[src/rtl/imips_pkg.sv]
// imips_pkg: opcode constants and PC-unit state encoding shared by the fetch logic.
package imips_pkg;
  localparam logic [2:0] OP_SEQ  = 3'b000;
  localparam logic [2:0] OP_J    = 3'b001;
  localparam logic [2:0] OP_JAL  = 3'b010;
  localparam logic [2:0] OP_JR   = 3'b011;
  localparam logic [2:0] OP_BF   = 3'b100;
  localparam logic [2:0] OP_BNF  = 3'b101;
  localparam logic [2:0] OP_HALT = 3'b110;
  typedef enum logic [1:0] {S_RUN, S_FLUSH, S_HALT} state_t;
endpackage

[src/rtl/pc_target.sv]
// pc_target: taken decision and redirect target for the instruction in decode.
module pc_target
  import imips_pkg::*;
(
  input  logic [2:0]  op,
  input  logic [25:0] imm,
  input  logic [31:0] dr1,
  input  logic        cfl,
  input  logic [31:0] pc_d,
  output logic        taken,
  output logic [31:0] target
);
  always_comb begin
    taken  = (op == OP_J) || (op == OP_JAL) || (op == OP_JR) ||
             (op == OP_BF && cfl) || (op == OP_BNF && !cfl);
    target = (op == OP_J || op == OP_JAL) ? {pc_d[31:26], imm} :
             (op == OP_JR) ? dr1 :
             pc_d + 32'd1 + {{16{imm[15]}}, imm[15:0]};
  end
endmodule

[src/rtl/pc_unit.sv]
// pc_unit: fetch address generation with redirect flush, halt/resume and stall.
module pc_unit
  import imips_pkg::*;
#(
  parameter logic [31:0] RESET_PC = 32'h0000_0000
) (
  input  logic        clk,
  input  logic        rst,
  input  logic [2:0]  OP,
  input  logic [25:0] IMM,
  input  logic [31:0] DR1,
  input  logic        CFL,
  input  logic        STALL,
  input  logic        RESUME,
  output logic [31:0] PC,
  output logic [31:0] DJ,
  output logic [1:0]  EW,
  output logic        FLUSH,
  output logic        HLT
);
  state_t state, state_n;
  logic [31:0] pc, pc_d, pc_n, pc_d_n, target;
  logic taken, link;
  pc_target u_target (
    .op(OP), .imm(IMM), .dr1(DR1), .cfl(CFL), .pc_d(pc_d),
    .taken(taken), .target(target)
  );
  always_comb begin
    pc_n    = pc;
    pc_d_n  = pc_d;
    state_n = state;
    if (!STALL) begin
      pc_d_n = pc;
      if (state == S_FLUSH) begin
        pc_n    = pc + 32'd1;
        state_n = S_RUN;
      end else if (state == S_HALT) begin
        state_n = RESUME ? S_RUN : S_HALT;
      end else if (OP == OP_HALT) begin
        state_n = S_HALT;
      end else if (taken) begin
        pc_n    = target;
        state_n = S_FLUSH;
      end else begin
        pc_n = pc + 32'd1;
      end
    end
  end
  always_ff @(posedge clk) begin
    if (rst) begin
      pc    <= RESET_PC;
      pc_d  <= RESET_PC;
      state <= S_FLUSH;
    end else begin
      pc    <= pc_n;
      pc_d  <= pc_d_n;
      state <= state_n;
    end
  end
  always_comb begin
    link  = (state == S_RUN) && !STALL && (OP == OP_JAL);
    PC    = pc;
    DJ    = link ? pc_d + 32'd1 : 32'd0;
    EW    = link ? 2'b10 : 2'b00;
    FLUSH = (state == S_FLUSH);
    HLT   = (state == S_HALT);
  end
endmodule

[config.mk]
export PLATFORM = sky130hd
export DESIGN_NAME = pc_unit
export DESIGN_NICKNAME = d
export VERILOG_FILES = /design/src/rtl/imips_pkg.sv /design/src/rtl/pc_target.sv /design/src/rtl/pc_unit.sv
export SDC_FILE = /design/constraint.sdc
export NUM_CORES = 1
export LEC_CHECK = 0
export ABC_AREA = 1
export CAP_MARGIN = 5
export CORE_MARGIN = 2
export CORE_UTILIZATION = 44
export DETAILED_ROUTE_END_ITERATION = 10
export PLACE_DENSITY = 0.81
export SLEW_MARGIN = 5
export SYNTH_ARGS = -nofsm -noshare
export SYNTH_HDL_FRONTEND = slang
export SYNTH_SLANG_ARGS = --single-unit
[constraint.sdc]
create_clock -name clk -period 3.3 [get_ports clk]
set_input_delay 0.495 -clock clk [delete_from_list [all_inputs] [get_ports clk]]
set_output_delay 0.495 -clock clk [all_outputs]
set_load 0.05 [all_outputs]
==> out/results.ini <==
[timing]
max_slew.worst_pin.slew_ns=1.07
skew_ns=0.00600
max_freq_mhz=293
layout_min_cycle_time_ns=3.41
rsz0062_at_grt=true
setup_tns_ns=-0.415
worst_slack_ns=-0.109
maxSlewViolCount=0
timing.final.crit_share_pct=103
setup_viol=10
hold_viol=0
slew_headroom_pct=28.5

[grt]
grt_max_degree=46
gr-total-overflow=0
grt_pass1_wl_um=42400
grt_usage_pct=29.8
grt_pass1_vias=8251
antenna_found_initial=0

[die]
num_rows=46
core_um2=16000
io_pins=134
die_w_um=132
initial_utilization_pct=45.2
die_y_um=132
die-area_um2=17500

[placement]
hpwl_um=21000
io_buffers=132
postPlaceCellArea_um2=9600
gp_congestion=0.951

[synth]
synth_compound_area_share_pct=18.0
synth_ff_type=dfxtp_1
synth.distinct_cells=45
yosys.area.top_type_share_pct=18.7
synth_most_common_cell=nand2_1
synth_xor_xnor_area_share_pct=4.85
synth_area_leader_cell=nand2_1
syn_avg_cell_area_um2=5.58
syn-cell-area_um2=7230
synthCells=1295
yosys-top-cells-count=361 x nand2_1, 179 x inv_1, 158 x nor2_1
syn_nets=1405
yosys.area_share.adder_pct=7.72
ys_seq_area_share_pct=18.3
ys_top_cells_by_area=nand2_1 19%, dfxtp_1 18%, inv_1 9.3%, a21oi_1 8.8%, nor2_1 8.2%
synth_top_family_by_area=simple AND/OR/NAND/NOR gates
synthArstFlopShare_pct=0
synthMuxAreaShare_pct=0
yosys_warnings=0
synthSimpleGateAreaFrac_pct=38.9
synth-edff-count=0
ys_ff_latch=66

[setup_path]
path_buf_inv=2
crit_path_end_kind=flip-flop
crit_top_cell=nand2_1
crit_family=simple AND/OR/NAND/NOR gates
required_ns=3.57
r2r-start=pc_d[1]
startpoint=pc_d[1]
critPathLaunchType=flip-flop
crit_arrival_ns=3.68
crit_chain=ha_4 > nand2_2 > inv_2 > nand4_1 > nor2_2 > nand2_2 > nor4_4 > nand4_1 > nor2_1 > xor2_1 > inv_1 > ha_4 > nand2_2 > nor2_4 > nand2_1 > nor4_2 > nand2_1 > nand2_1 > nand2_1 > nand3_1 > nand2_1 > nand2_1 > nand3_2 > a21oi_2
crit_slowest_cell=dfxtp_4
path_class=flip-flop to flip-flop
cpPeakStageDelay_ns=0.36
path_max_fanout=3

[pwr]
finalPower_mw=3.30
power_density_nw_per_um2=303
peakVddDrop_v=0.000298
p_leak_nw=5.01

[detailed_routing]
drt_iter0_drc=825
via_per_inst=5.44
num_vias=9374
drc=0
drtPass1Iterations=5
wl_per_cell_um=16.2
drtAntennaViolNets=0
wl_um=27900

[hold_path]
hp-start=state[0]
hold_path_class=flip-flop to flip-flop

[cts]
cts-root-buf=clkbuf_16
worstSkewPairLatency_ns=0.33
cts_buffer_depth=2
cts_buffers=9
cts_htree_levels=3
cts_tree=yes
clkSlewWorstSetupHoldPaths_ns=0.05
clkSinkCount=66
cts_hold_buf=0

[finish]
final_layout_size_suffix_gt1_share_pct=23.5
syn_to_final_growth_pct=50.7
diodes=0
fill_cells=1369
stdcell_area_um2=10900
nNetsFinal=1613

[status]
violations=setup timing
status=finished with violations

[run]
maxCapViolCount=0

## layout make-up
| type | instances | area (µm²) | area share [%] |
|---|---|---|---|
| well taps | 216 | 270 | 2.48 |
| flip-flops and latches | 66 | 1330 | 12.2 |
| inverters | 185 | 694 | 6.37 |
| repair buffers | 241 | 2500 | 23.0 |
| clock buffers | 12 | 246 | 2.26 |
| clock inverters | 4 | 27.5 | 0.253 |
| multi-input cells | 1000 | 5830 | 53.5 |
## placed cells by master (no fill, tap or decap), types with 17 or more instances in the layout
cell type and n:
buf_4 103, a21oi_1 110, clkdlybuf4s50_1 99, ha_1 29, a21oi_2 17, inv_2 20, dfxtp_1 63, buf_12 34
nor2_1 130, nand4_1 20, nor2_4 18, nor2_2 19, nand3_1 68, xor2_1 26, nand2_1 292, o21ai_0 80
inv_1 164, nand2_2 63
## path summary, 6_finish.rpt
path | to | slack, ns | cells after the start
max | PC[27] | -0.11 | 24
min | state[0] | 0.51 | 2
max reg2reg | PC[27] | -0.11 | 24
min reg2reg | state[0] | 0.51 | 2
## logic make-up (layout without fill, tap and decap cells)
logic type	Yosys count	after routing
other cells	1	1
compound gates	247	247
xor+xnor	40	40
buf+inv	229	442
fa+ha+maj	44	44
flops	66	66
simple gates	668	668
## worst min-delay path, delay by kind of cell, from the launching register on
kind,cells,cell delay [ns]
DFF,1,0.35
AOI/OAI and AO/OA,2,0.13
## report_power, final
group          switching [mW]  internal [mW]
sequential             0.0920          0.861
combinational           0.900          0.575
clock                   0.347          0.527
total                    1.34           1.96
## through the flow
stage / cells / hold WS, ns / setup WS (ns) / util [%]
3_3_place_gp: 1681 / 0.472 / -0.141 / 60.0
3_5_place_dp: 1681 / 0.492 / -0.224 / 60.0
5_1_grt: 1724 / 0.531 / -0.412 / 68.1
4_1_cts: 1708 / 0.499 / -0.0897 / 63.5
6_report: 1724 / 0.507 / -0.109 / 68.1
2_1_floorplan: 1295 / 0.438 / 0.0857 / -
## per-layer routing
layer	vias to the layer above	global-route usage, %	share of wire [%]
met5	-	0	0
met4	0	9.32	3.1
met3	73	3.73	7.9
met2	430	47.5	45
met1	4292	42.0	44
li1	4579	-	-
## state kept, by name, summed over array words and instances, names as in the netlist
name and count:
PC 32, pc_d 32, state 2
## repair_timing
action                     in CTS  in global routing
gates resized for setup        48                178
buffers inserted               11                 16
pin swaps                      27                 77
setup endpoints to repair      14                 26
No activity file was read; power rests on OpenSTA's default activity.
